<file path="src/rtl/tx_encode_66b.sv">
// 64b/66b transmit encoder: classify XGMII word, run the TX state machine, emit a 66-bit block.
// Build option ENC_ERRCNT_EN enables the saturating errd_blks counter (tied to zero otherwise).
module tx_encode_66b #(
    parameter int ERRCNT_W = 8
) (
    input  logic                clk156,
    input  logic                rst156,
    input  logic [63:0]         txdata,
    input  logic [7:0]          txcontrol,
    input  logic                clear_errblk,
    output logic [65:0]         TXD_Encoded,
    output logic [2:0]          tx_type,
    output logic [ERRCNT_W-1:0] errd_blks
);

    typedef enum logic [2:0] {CLS_C = 3'd0, CLS_S = 3'd1, CLS_T = 3'd2, CLS_D = 3'd3, CLS_E = 3'd4} blk_cls_t;
    typedef enum logic [2:0] {TX_INIT, TX_C, TX_D, TX_T, TX_E} tx_state_t;

    localparam logic [63:0] IDLE_WORD = {8{8'h07}};
    localparam logic [65:0] EBLOCK_T  = {{8{7'h1E}}, 8'h1E, 2'b01};
    localparam logic [65:0] LBLOCK_T  = {28'h0, 4'h0, 8'h01, 8'h00, 8'h00, 8'h4B, 2'b01};
    // Terminate block type bytes, indexed by the lane holding /T/
    localparam logic [63:0] TTYPES    = 64'hFF_E1_D2_CC_B4_AA_99_87;

    logic [63:0]      r_txd;
    logic [7:0]       r_txc;
    tx_state_t        r_state;

    logic [7:0]       w_isI, w_isE, w_isT, w_vld, w_tk;
    logic [7:0][6:0]  w_code;
    logic             w_isS0, w_isS4, w_isO0;
    logic             w_d, w_s0, w_s4, w_t, w_call, w_os;
    logic [55:0]      w_tpay;
    logic [7:0]       w_ttype;
    logic [65:0]      w_blk;
    blk_cls_t         w_cls;
    tx_state_t        w_nxt;

    // Stage 1: register the word; reset loads an all-idle word
    always_ff @(posedge clk156) begin
        if (rst156) begin
            r_txd <= IDLE_WORD;
            r_txc <= 8'hFF;
        end else begin
            r_txd <= txdata;
            r_txc <= txcontrol;
        end
    end

    always_comb begin
        for (int k = 0; k < 8; k++) begin
            w_isI[k]  = r_txc[k] && (r_txd[8*k +: 8] == 8'h07);
            w_isE[k]  = r_txc[k] && (r_txd[8*k +: 8] == 8'hFE);
            w_isT[k]  = r_txc[k] && (r_txd[8*k +: 8] == 8'hFD);
            w_vld[k]  = w_isI[k] | w_isE[k];
            w_code[k] = w_isE[k] ? 7'h1E : 7'h00;
        end
    end

    assign w_isS0 = r_txc[0] && (r_txd[7:0]   == 8'hFB);
    assign w_isS4 = r_txc[4] && (r_txd[39:32] == 8'hFB);
    assign w_isO0 = r_txc[0] && (r_txd[7:0]   == 8'h9C);

    // Terminate: data below /T/, idle/error above; code Cj always lands at bit 7*j
    always_comb begin
        w_tk    = '0;
        w_tpay  = '0;
        w_ttype = TTYPES[7:0];
        for (int k = 0; k < 8; k++) begin
            w_tk[k] = w_isT[k];
            for (int j = 0; j < 8; j++) begin
                if (j < k)      w_tk[k] = w_tk[k] & ~r_txc[j];
                else if (j > k) w_tk[k] = w_tk[k] & w_vld[j];
            end
        end
        for (int k = 0; k < 8; k++) begin
            if (w_tk[k]) begin
                w_ttype = TTYPES[8*k +: 8];
                for (int j = 0; j < 8; j++) begin
                    if (j < k)      w_tpay[8*j +: 8] = r_txd[8*j +: 8];
                    else if (j > k) w_tpay[7*j +: 7] = w_code[j];
                end
            end
        end
    end

    assign w_d    = (r_txc == 8'h00);
    assign w_s0   = w_isS0 && (r_txc[7:1] == 7'h00);
    assign w_s4   = (&w_vld[3:0]) && w_isS4 && (r_txc[7:5] == 3'b000);
    assign w_t    = |w_tk;
    assign w_call = &w_vld;
    assign w_os   = w_isO0 && (r_txc[3:1] == 3'b000) && (&w_isI[7:4]);

    always_comb begin
        w_cls = CLS_E;
        w_blk = EBLOCK_T;
        if (w_d) begin
            w_cls = CLS_D;
            w_blk = {r_txd, 2'b10};
        end else if (w_s0) begin
            w_cls = CLS_S;
            w_blk = {r_txd[63:8], 8'h78, 2'b01};
        end else if (w_s4) begin
            w_cls = CLS_S;
            w_blk = {r_txd[63:40], 4'h0, w_code[3:0], 8'h33, 2'b01};
        end else if (w_t) begin
            w_cls = CLS_T;
            w_blk = {w_tpay, w_ttype, 2'b01};
        end else if (w_call) begin
            w_cls = CLS_C;
            w_blk = {w_code, 8'h1E, 2'b01};
        end else if (w_os) begin
            w_cls = CLS_C;
            w_blk = {w_code[7:4], 4'h0, r_txd[31:8], 8'h4B, 2'b01};
        end
    end

    function automatic tx_state_t f_next(input tx_state_t st, input blk_cls_t c);
        tx_state_t n;
        n = TX_E;
        case (st)
            TX_D:    n = (c == CLS_D) ? TX_D : (c == CLS_T) ? TX_T : TX_E;
            TX_E:    n = (c == CLS_D || c == CLS_S) ? TX_D :
                         (c == CLS_C) ? TX_C : (c == CLS_T) ? TX_T : TX_E;
            default: n = (c == CLS_C) ? TX_C : (c == CLS_S) ? TX_D : TX_E;
        endcase
        return n;
    endfunction

    assign w_nxt = f_next(r_state, w_cls);

    // Stage 2: state machine with registered block and class outputs
    always_ff @(posedge clk156) begin
        if (rst156) begin
            r_state     <= TX_INIT;
            TXD_Encoded <= LBLOCK_T;
            tx_type     <= 3'd0;
        end else begin
            r_state <= w_nxt;
            if (w_nxt == TX_E) begin
                TXD_Encoded <= EBLOCK_T;
                tx_type     <= 3'd4;
            end else begin
                TXD_Encoded <= w_blk;
                tx_type     <= w_cls;
            end
        end
    end

`ifdef ENC_ERRCNT_EN
    logic [ERRCNT_W-1:0] r_errcnt;

    // Clear beats a simultaneous increment
    always_ff @(posedge clk156) begin
        if (rst156 || clear_errblk)
            r_errcnt <= '0;
        else if (w_nxt == TX_E && r_errcnt != '1)
            r_errcnt <= r_errcnt + 1'b1;
    end

    assign errd_blks = r_errcnt;
`else
    logic w_unused_clr;

    assign w_unused_clr = clear_errblk;
    assign errd_blks    = '0;
`endif

endmodule
</file>
<file path="config.mk">
export PLATFORM = sky130hd
export DESIGN_NAME = tx_encode_66b
export DESIGN_NICKNAME = d
export VERILOG_FILES = /design/src/rtl/tx_encode_66b.sv
export SDC_FILE = /design/constraint.sdc
export NUM_CORES = 1
export LEC_CHECK = 0
export BUFFER_PORTS_ARGS = -buffer_cell sky130_fd_sc_hd__buf_2
export CAP_MARGIN = 20
export CORE_MARGIN = 2
export CORE_UTILIZATION = 45
export CTS_BUF_LIST = sky130_fd_sc_hd__clkbuf_4 sky130_fd_sc_hd__clkbuf_8
export DETAILED_ROUTE_END_ITERATION = 16
export GPL_ROUTABILITY_DRIVEN = 0
export GPL_TIMING_DRIVEN = 0
export PLACE_DENSITY = 0.69
export REMOVE_ABC_BUFFERS = 1
export SKIP_LAST_GASP = 1
export SYNTH_ARGS = -nofsm -noshare
export SYNTH_HDL_FRONTEND = slang
export SYNTH_SLANG_ARGS = --single-unit
</file>
<file path="constraint.sdc">
create_clock -name clk156 -period 3.9 [get_ports clk156]
set_input_delay 0.585 -clock clk156 [delete_from_list [all_inputs] [get_ports clk156]]
set_output_delay 0.585 -clock clk156 [all_outputs]
set_load 0.01 [all_outputs]
</file>
# Yosys cells after proc, flatten, opt, wreduce, memory -nomap -nowiden
# Index checks and enable logic that the tools add are counted.
# W data, S select, Z words.
# totals
in_bits,75
register_bits,144
output_inout_bits,77
wordCells,204
# classes
n_reduce_logical,43
n_mux,50
bitwise,71
n_eq_ne,33
# op_table
op,n
$mux W66,4
$mux W64,3
$eq A8 B8 Y1 const B,19
$eq A8 B3 Y1 const B,8
$and A1 B1 Y1,56
$mux W56,1
$mux W8,7
$mux W48,1
$mux W47,1
$mux W5,9
$mux W42,1
$mux W40,1
$mux W3,13
$mux W35,1
$logic_and A1 B1 Y1,32
$mux W32,1
$mux W28,1
$mux W24,1
$mux W21,1
$mux W16,1
$mux W14,1
$eq A3 B2 Y1 const B,3
$logic_not A3 Y1,3
$logic_not A8 Y1,1
other kinds (12),27

# Depth between registers and ports, before layout
# Gate-level depths: netlist of run 1.
# depth
ltp_word,23
mapped_depth,12
ltp_nobuf,9

# Least setup slack after synthesis of run 1
# No wires, ideal clock.
# synth_timing
kind,register to register
start,reg r_txd[60]
end,reg TXD_Encoded[58]
n_path_buf,2
setup_ns,0.063
setup_slack_ns,1.204
t_arrival_ns,2.633
required_time_ns,3.837
synth_period_minus_slack_ns,2.696
stages_incl_launch_ff,11
path_cell_list,dfxtp_1 -> nor4_1 -> nand3b_1 -> a221oi_4 -> nand4_1 -> o41ai_2 -> nor3_2 -> or3_1 -> buf_6 -> buf_6 -> nor2_2
# synth_between
elab_chain_len,21
word_cells_on_any_way,56
classes_between,eq/ne: 7; mux: 24; bitwise: 15; reduce/logical: 10
# synth_lines
item,line_no,source
"start, declared",25,logic [63:0] r_txd;
"start signal, assigned",45,r_txd <= txdata;
$eq A8 B8 Y1,54,w_isT[k] = r_txc[k] && (r_txd[8*k +: 8] == 8'hFD);
$logic_and A1 B1 Y1,54,
$and A1 B1 Y1 (7 in a row),72,if (j < k) w_tk[k] = w_tk[k] & ~r_txc[j];
$reduce_or A8 Y1,90,assign w_t = |w_tk;
$mux W3,106,end else if (w_t) begin
$mux W3,103,end else if (w_s4) begin
$mux W3,100,end else if (w_s0) begin
$mux W3,97,if (w_d) begin
$eq A3 B2 Y1,"122, 124",
$mux W3,"122, 124",
$mux W3,124,(c == CLS_C) ? TX_C : (c == CLS_T) ? TX_T : TX_E;
$mux W3,123,TX_E: n = (c == CLS_D || c == CLS_S) ? TX_D :
$pmux W3 S2,121,case (st)
$eq A3 B3 Y1,140,if (w_nxt == TX_E) begin
$reduce_or A2 Y1 (no source line),-,
"end signal, assigned",144,TXD_Encoded <= w_blk;
"end, declared",11,"output logic [65:0] TXD_Encoded,"
# Several ways; a longest one is shown, not always the timed one.
# A chain may end at the register's enable or synchronous reset.

# Worst setup path after layout of run 1
# layout_timing
start,reg r_txd[60]
end,reg TXD_Encoded[9]
# The elaborated chain is that of the path after synthesis.

==> results of run 1 <==
==> cell families (layout without fill, tap and decap cells) <==
group | Yosys count | count (layout) | share of synthesized area
and+or+nand+nor | 362 | 362 | 0.3145
AOI/OAI and AO/OA | 164 | 164 | 0.1820
DFF | 144 | 144 | 0.4639
buffers and inverters | 46 | 188 | 0.03584
other | 1 | 8 | 0.0006034
xor gates and xnor gates | 1 | 1 | 0.001410
muxes | 1 | 1 | 0.001812
==> cells in the mapped netlist (7+ instances only) <==
master    number  share of area
nor3_1        22          0.018
clkbuf_1      22          0.013
or3_1          8         0.0081
o21a_1         9          0.011
buf_4          8         0.0097
or2_2         37          0.037
nand4_1       10          0.010
nor4_1        10          0.010
a211oi_1      11          0.013
a21o_1        11          0.013
dfxtp_1      144           0.46
and3_1        12          0.012
a22oi_1       23          0.028
nand4b_1      11          0.016
nor2b_1       46          0.046
a21oi_1       31          0.025
nor2_1        66          0.040
o21ai_0       23          0.019
nand2_1       69          0.042
nor2_2         8         0.0081
o31ai_1        7         0.0085
and2_1        10          0.010
a31oi_1       12          0.012
nand3_1       24          0.019
inv_1          7         0.0042
==> timing repair <==
| action | CTS | global route |
|---|---|---|
| setup endpoints to repair | 42 | 31 |
| setup buffers | 3 | 0 |
| endpoints found under the hold margin | 0 | 0 |
| resized for setup | 4 | 3 |
| pin swaps | 1 | 0 |
==> layout by cell type (no fill, tap or decap), types with 6 or more instances in the layout <==
cell,n
or3_1,7
o31ai_1,7
buf_4,6
conb_1,8
nand4_1,10
nand4b_1,11
nor3_1,22
a21o_1,11
a22oi_1,23
nor2b_1,46
or2_2,37
o21a_1,9
o21ai_0,23
nand3_1,24
a21oi_1,31
and3_1,12
a211oi_1,11
a31oi_1,12
nor2_1,65
o2bb2ai_1,6
inv_1,7
nand2_1,69
clkbuf_8,20
buf_2,141
and2_1,10
nor4_1,10
dfxtp_1,144
nor2_2,9
==> registers in the layout (all words and copies together), names as in the netlist <==
name,count
TXD_Encoded,66
r_txd,64
tx_type,3
r_txc,8
r_state,3
==> layout make-up <==
class	instances	area, um2	area share
inverters	7	26.28	0.003482
clock buffers	22	290.3	0.03847
repair buffers	150	794.5	0.1053
clock inverters	9	156.4	0.02073
multi-input cells	536	3176	0.4208
well taps	176	220.2	0.02918
flip-flops and latches	144	2883	0.3820
==> stage by stage <==
stage,instance area (um2),utilization
floorplan,6045,-
global placement,6975,0.5226
detailed placement,7017,0.5257
CTS,7508,0.5625
global route,7546,0.5653
finish,7546,0.5653
==> final timing paths <==
kind / endpoint / startpoint / cells past startpoint
setup / recovery: TXD_Encoded[9]$_SDFF_PP0_ / r_txd[60]$_SDFF_PP0_ / 11
hold reg to reg: TXD_Encoded[60]$_SDFF_PP0_ / r_txd[58]$_SDFF_PP1_ / 2
hold / removal: r_txd[57]$_SDFF_PP1_ / txdata[57] / 2
setup reg to reg: TXD_Encoded[9]$_SDFF_PP0_ / r_txd[60]$_SDFF_PP0_ / 11
==> critical path, cell delays in order (launching register included) <==
cell and delay (ps):
dfxtp_1 330, nor4_1 300, nand3b_1 300, a221oi_4 490, and4_1 420, o21ai_1 150
nand3_1 180, o21ai_1 270, buf_4 270, or3_4 500, buf_16 210, nor3_1 170
==> routing by layer <==
| layer | wire length (um) | part of all wire |
|---|---|---|
| met5 | 0 | 0 |
| met4 | 572 | 0.031 |
| met3 | 1733 | 0.094 |
| met2 | 8345 | 0.45 |
| met1 | 7802 | 0.42 |
==> where the power goes <==
part | internal [uW] | switching (uW) | leakage, uW
Sequential | 1530 | 64.4 | 0.00119
Clock | 758 | 528 | 0.000218
Combinational | 101 | 121 | 0.00176
Total | 2390 | 713 | 0.00317
==> metrics.txt, run 1 <==
drt wl/cell 17.68 um; Clock Path Buffers 2; vias 5996; EDFF count, synth 0; Die W 121.5 um; DRC Markers 0; Worst Setup Start Kind flip-flop; port bufs 142; H-tree levels 4; busiest grt layer met2; TritonCTS clock tree done; Ant. Diodes 0; cell area after synthesis 6215 um2; area of the core 13350 um2; Worst slew margin 0.3416; final hold slack 309.1 ps; number of core rows 42; Setup TNS 0 ps; share of cells above drive strength 1 0.2765; dominant synthesized flop cell dfxtp_1; R2R setup slack 200 ps; I/O pins 152; die height 121.5 um; unrepaired setup endpoints after global routing false; Tcrit/Tclk final 0.9481; number of synthesis warnings 0; GR met3 Demand/Resource 0.06814; Mapped Cells 719; vias in the first global route 5775; initial core utilization 0.4656; initial antenna violation count 0; peak supply drop 0.3070 mV; final count of pins violating max slew 0; Avg Inst Size Synth 8.644 um2; DP Cell Count 1007; clock buffer count from CTS 17; DIE AREA 14770 um2; CP Data Arrival Time 4070 ps; iteration-0 DRC count of the detailed router 698; Final WS setup 202.6 ps; GRT Resource Usage Total 0.2530; Tightest Pin Transition 987.5 ps; fill count 1240; router iterations before antenna repair 5; Clock Skew 14.32 ps; clock latency on the worst-skew pair 450 ps; critical path class reg2reg; Yosys cell types 59; Detailed Route WL 18.45 mm; global-route wire length before repair 28.72 mm; placed wire-length estimate 13.46 mm; Synth async-reset ratio 0; vias per std cell 5.743; cts hold-fix bufs 0; Hold Crit Class in2reg; area delta synth->final 21.42%; final hold vios 0; root buf cell clkbuf_8; sequential area share after synthesis 0.4639; Critical Path Fanout Max 15; total grt overflow 0; setup violators final 0; antenna viol nets, final 0; Sink Count 144; Final Critical Period 3697 ps; GR Util met2 0.3904; WP data required 4270 ps; M1 GR Usage 0.3291; fmax 270.5 MHz; Clock transition at path regs 80 ps; nature of the critical path endpoint flip-flop; number of nets in the layout 931; pwr dens 411.3 nW/um2; Design Power 3104 uW; Place WS -289.7 ps; non-filler cells, final 1044; status finished clean; largest net degree at the start of global routing 110; FF+latch count, synth 144; Lkg Pwr 0.003172 uW; Max-cap violations 0
(Power assumes the default switching activity.)
==> run 2: changes to the inputs <==
HOLD_SLACK_MARGIN = 0.03   (was not set)
REMOVE_ABC_BUFFERS = not set   (was 1)
==> run 2 against run 1 <==
Net effect: worst setup slack got worse by 120 ps; final area rose by 0.70%; global-route usage rose by 1.7 points; critical path depth fell by 2; maximum frequency fell by 3.2%; register-to-register slack got worse by 120 ps; via count rose by 0.95%; core utilization rose by 0.39 points; wire length rose by 5.1%; critical endpoint is now TXD_Encoded[42]$_SDFF_PP0_; largest cell class unchanged; highest routed layer unchanged.
==> metrics.txt, run 2 (synthesized netlist as in run 1, its figures left out) <==
TritonCTS clock tree done; Die W 121.5 um (unchanged); H-tree levels 4 (unchanged); peak supply drop 0.2910 mV (-5.2%); Tcrit/Tclk final 0.9790 (+0.03094); Flop pwr share 0.521 (+0.007); vias in the first global route 5720 (-0.95%); fill count 1291 (+4.1%); Storage cell area 2883 um2 (unchanged); Worst slew margin 0.4310 (+0.08939); switching power total 738.0 uW (+3.5%); unrepaired setup endpoints after global routing true; Max-cap violations 0 (unchanged); total grt overflow 0 (unchanged); Place WS 24.65 ps (+314.3 ps); final hold vios 0 (unchanged); global-route wire length before repair 29.91 mm (+4.1%); Final Cell Area 7599 um2 (+0.70%); max reg flops 66 (unchanged); WP data required 4220 ps (-50 ps); clock latency on the worst-skew pair 470 ps (+20 ps); DIE AREA 14770 um2 (unchanged); Worst Setup Start Kind flip-flop; setup violators final 0 (unchanged); Final WS setup 81.94 ps (-120.7 ps); non-filler cells, final 1076 (+3.1%); vias per std cell 5.625 (-2.1%); Tightest Pin Transition 845.7 ps (-141.9 ps); number of nets in the layout 962 (+3.3%); DRC Markers 0 (unchanged); fmax 261.9 MHz (-3.2%); Clock transition at path regs 80 ps (about the same); initial antenna violation count 1 (+1); Ant. Diodes 0 (unchanged); Critical Path Fanout Max 10 (-5); Hold Crit Class in2reg; placed inst area 7167 um2 (+2.1%); Clock Path Buffers 2 (unchanged); sw frac 0.2414 (+0.01157); Detailed Route WL 19.39 mm (+5.1%); largest net degree at the start of global routing 17 (-85%); Final Critical Period 3818 ps (+120.7 ps); largest registers TXD_Encoded: 66 flops, r_txd: 64 flops, r_txc: 8 flops; I/O pins 152 (unchanged); antenna viol nets, final 0 (unchanged); clock power share 0.402 (-0.012); number of core rows 42 (unchanged); critical path class reg2reg; share of cells above drive strength 1 0.2722 (-0.004275); drt wl/cell 18.02 um (+1.9%); final count of pins violating max slew 0 (unchanged); Internal 2319 uW (-3.0%); most frequent cells in the layout buf_2 (145), dfxtp_1 (144), nand2_1 (69); placed wire-length estimate 14.58 mm (+8.3%); pwr dens 402.4 nW/um2 (-2.2%); area delta synth->final 22.27%; die height 121.5 um (unchanged); initial core utilization 0.4656 (unchanged); vias 6053 (+0.95%); GRT Resource Usage Total 0.2700 (+0.01706); Sink Count 144 (unchanged); Lkg Pwr 0.003186 uW (+0.42%); status finished clean; Biggest register TXD_Encoded; iteration-0 DRC count of the detailed router 667 (-4.4%); router iterations before antenna repair 5 (unchanged); clock buffer count from CTS 17 (unchanged); nature of the critical path endpoint flip-flop; Clock Skew 14.41 ps (+0.09400 ps); CP Data Arrival Time 4130 ps (+60 ps); Logic pwr share 0.077 (+0.005); area of the core 13350 um2 (unchanged); DP Cell Count 1043 (+3.6%); commonest non-fill, non-tap cell in the layout buf_2; Multi-input gate area 3143 um2 (-1.0%); root buf cell clkbuf_8; port bufs 141 (-0.70%)
[run 2: cell types whose count changed in the layout (fill, tap and decap cells not counted), sizes merged]
cell and change:
buf +9, bufinv -1, clkbuf +22, clkinv +1, clkinvlp +1
[run 2: worst max-delay path, cell delays in order, from the launching register on]
cell,delay (ps)
dfxtp_1,340
nor4_1,300
nand3b_1,270
a221oi_4,490
nand4_1,260
o41ai_2,690
nor3_2,280
nor2_2,480
buf_2,380
a31oi_1,170
[run 2: cell type report]
type | count | share of cell area
Inverter | 7 | 0.003458
Buffer | 39 | 0.02585
Sequential cell | 144 | 0.3794
Tap cell | 176 | 0.02898
Timing Repair Buffer | 142 | 0.09353
Multi-Input combinational cell | 536 | 0.4136
Clock buffer | 22 | 0.03738
Clock inverter | 10 | 0.01778
[run 2: power by group through the flow]
| stage | combinational, uW | clock (uW) | sequential [uW] |
|---|---|---|---|
| after floorplan | 129 | 0 | 1610 |
| after global placement | 231 | 0 | 1630 |
| after detailed placement | 232 | 0 | 1620 |
| after CTS | 234 | 1250 | 1590 |
| after global routing | 259 | 1310 | 1600 |
| final | 235 | 1230 | 1590 |
[run 2: path summary, 6_finish.rpt]
| kind | startpoint | end | slack, ps | depth (start not counted) |
|---|---|---|---|---|
| worst min register to register | r_txd[58]$_SDFF_PP1_ | TXD_Encoded[60]$_SDFF_PP0_ | 490 | 2 |
| worst max-delay path | r_txd[60]$_SDFF_PP0_ | TXD_Encoded[42]$_SDFF_PP0_ | 80 | 9 |
| worst max register to register | r_txd[60]$_SDFF_PP0_ | TXD_Encoded[42]$_SDFF_PP0_ | 80 | 9 |
| worst min-delay path | txdata[50] | r_txd[50]$_SDFF_PP1_ | 300 | 2 |
[run 2: repair_timing]
item,in CTS,in global routing
hold buffers,0,0
setup endpoints to repair,0,12
hold endpoints to repair,0,0
resized for setup,0,2
buffers inserted,0,0
[run 2: per-layer routing]
| layer | GRT usage | up-vias | wire [um] |
|---|---|---|---|
| li1 | - | 2907 | - |
| met1 | 0.3564 | 2764 | 8315 |
| met2 | 0.4112 | 327 | 8615 |
| met3 | 0.06344 | 55 | 1776 |
| met4 | 0.1422 | 0 | 681 |
| met5 | 0 | - | 0 |
[run 2: stage by stage]
| step | hold slack (ps) | power, uW | TNS [ps] | utilization |
|---|---|---|---|---|
| after floorplan | 457.7 | 1741 | 0 | - |
| after global placement | 490.1 | 1856 | 0 | 0.5369 |
| after detailed placement | 503.4 | 1857 | 0 | 0.5369 |
| after CTS | 271.7 | 3075 | 0 | 0.5683 |
| after global routing | 282.1 | 3169 | -125.5 | 0.5693 |
| final | 302.2 | 3057 | 0 | 0.5693 |
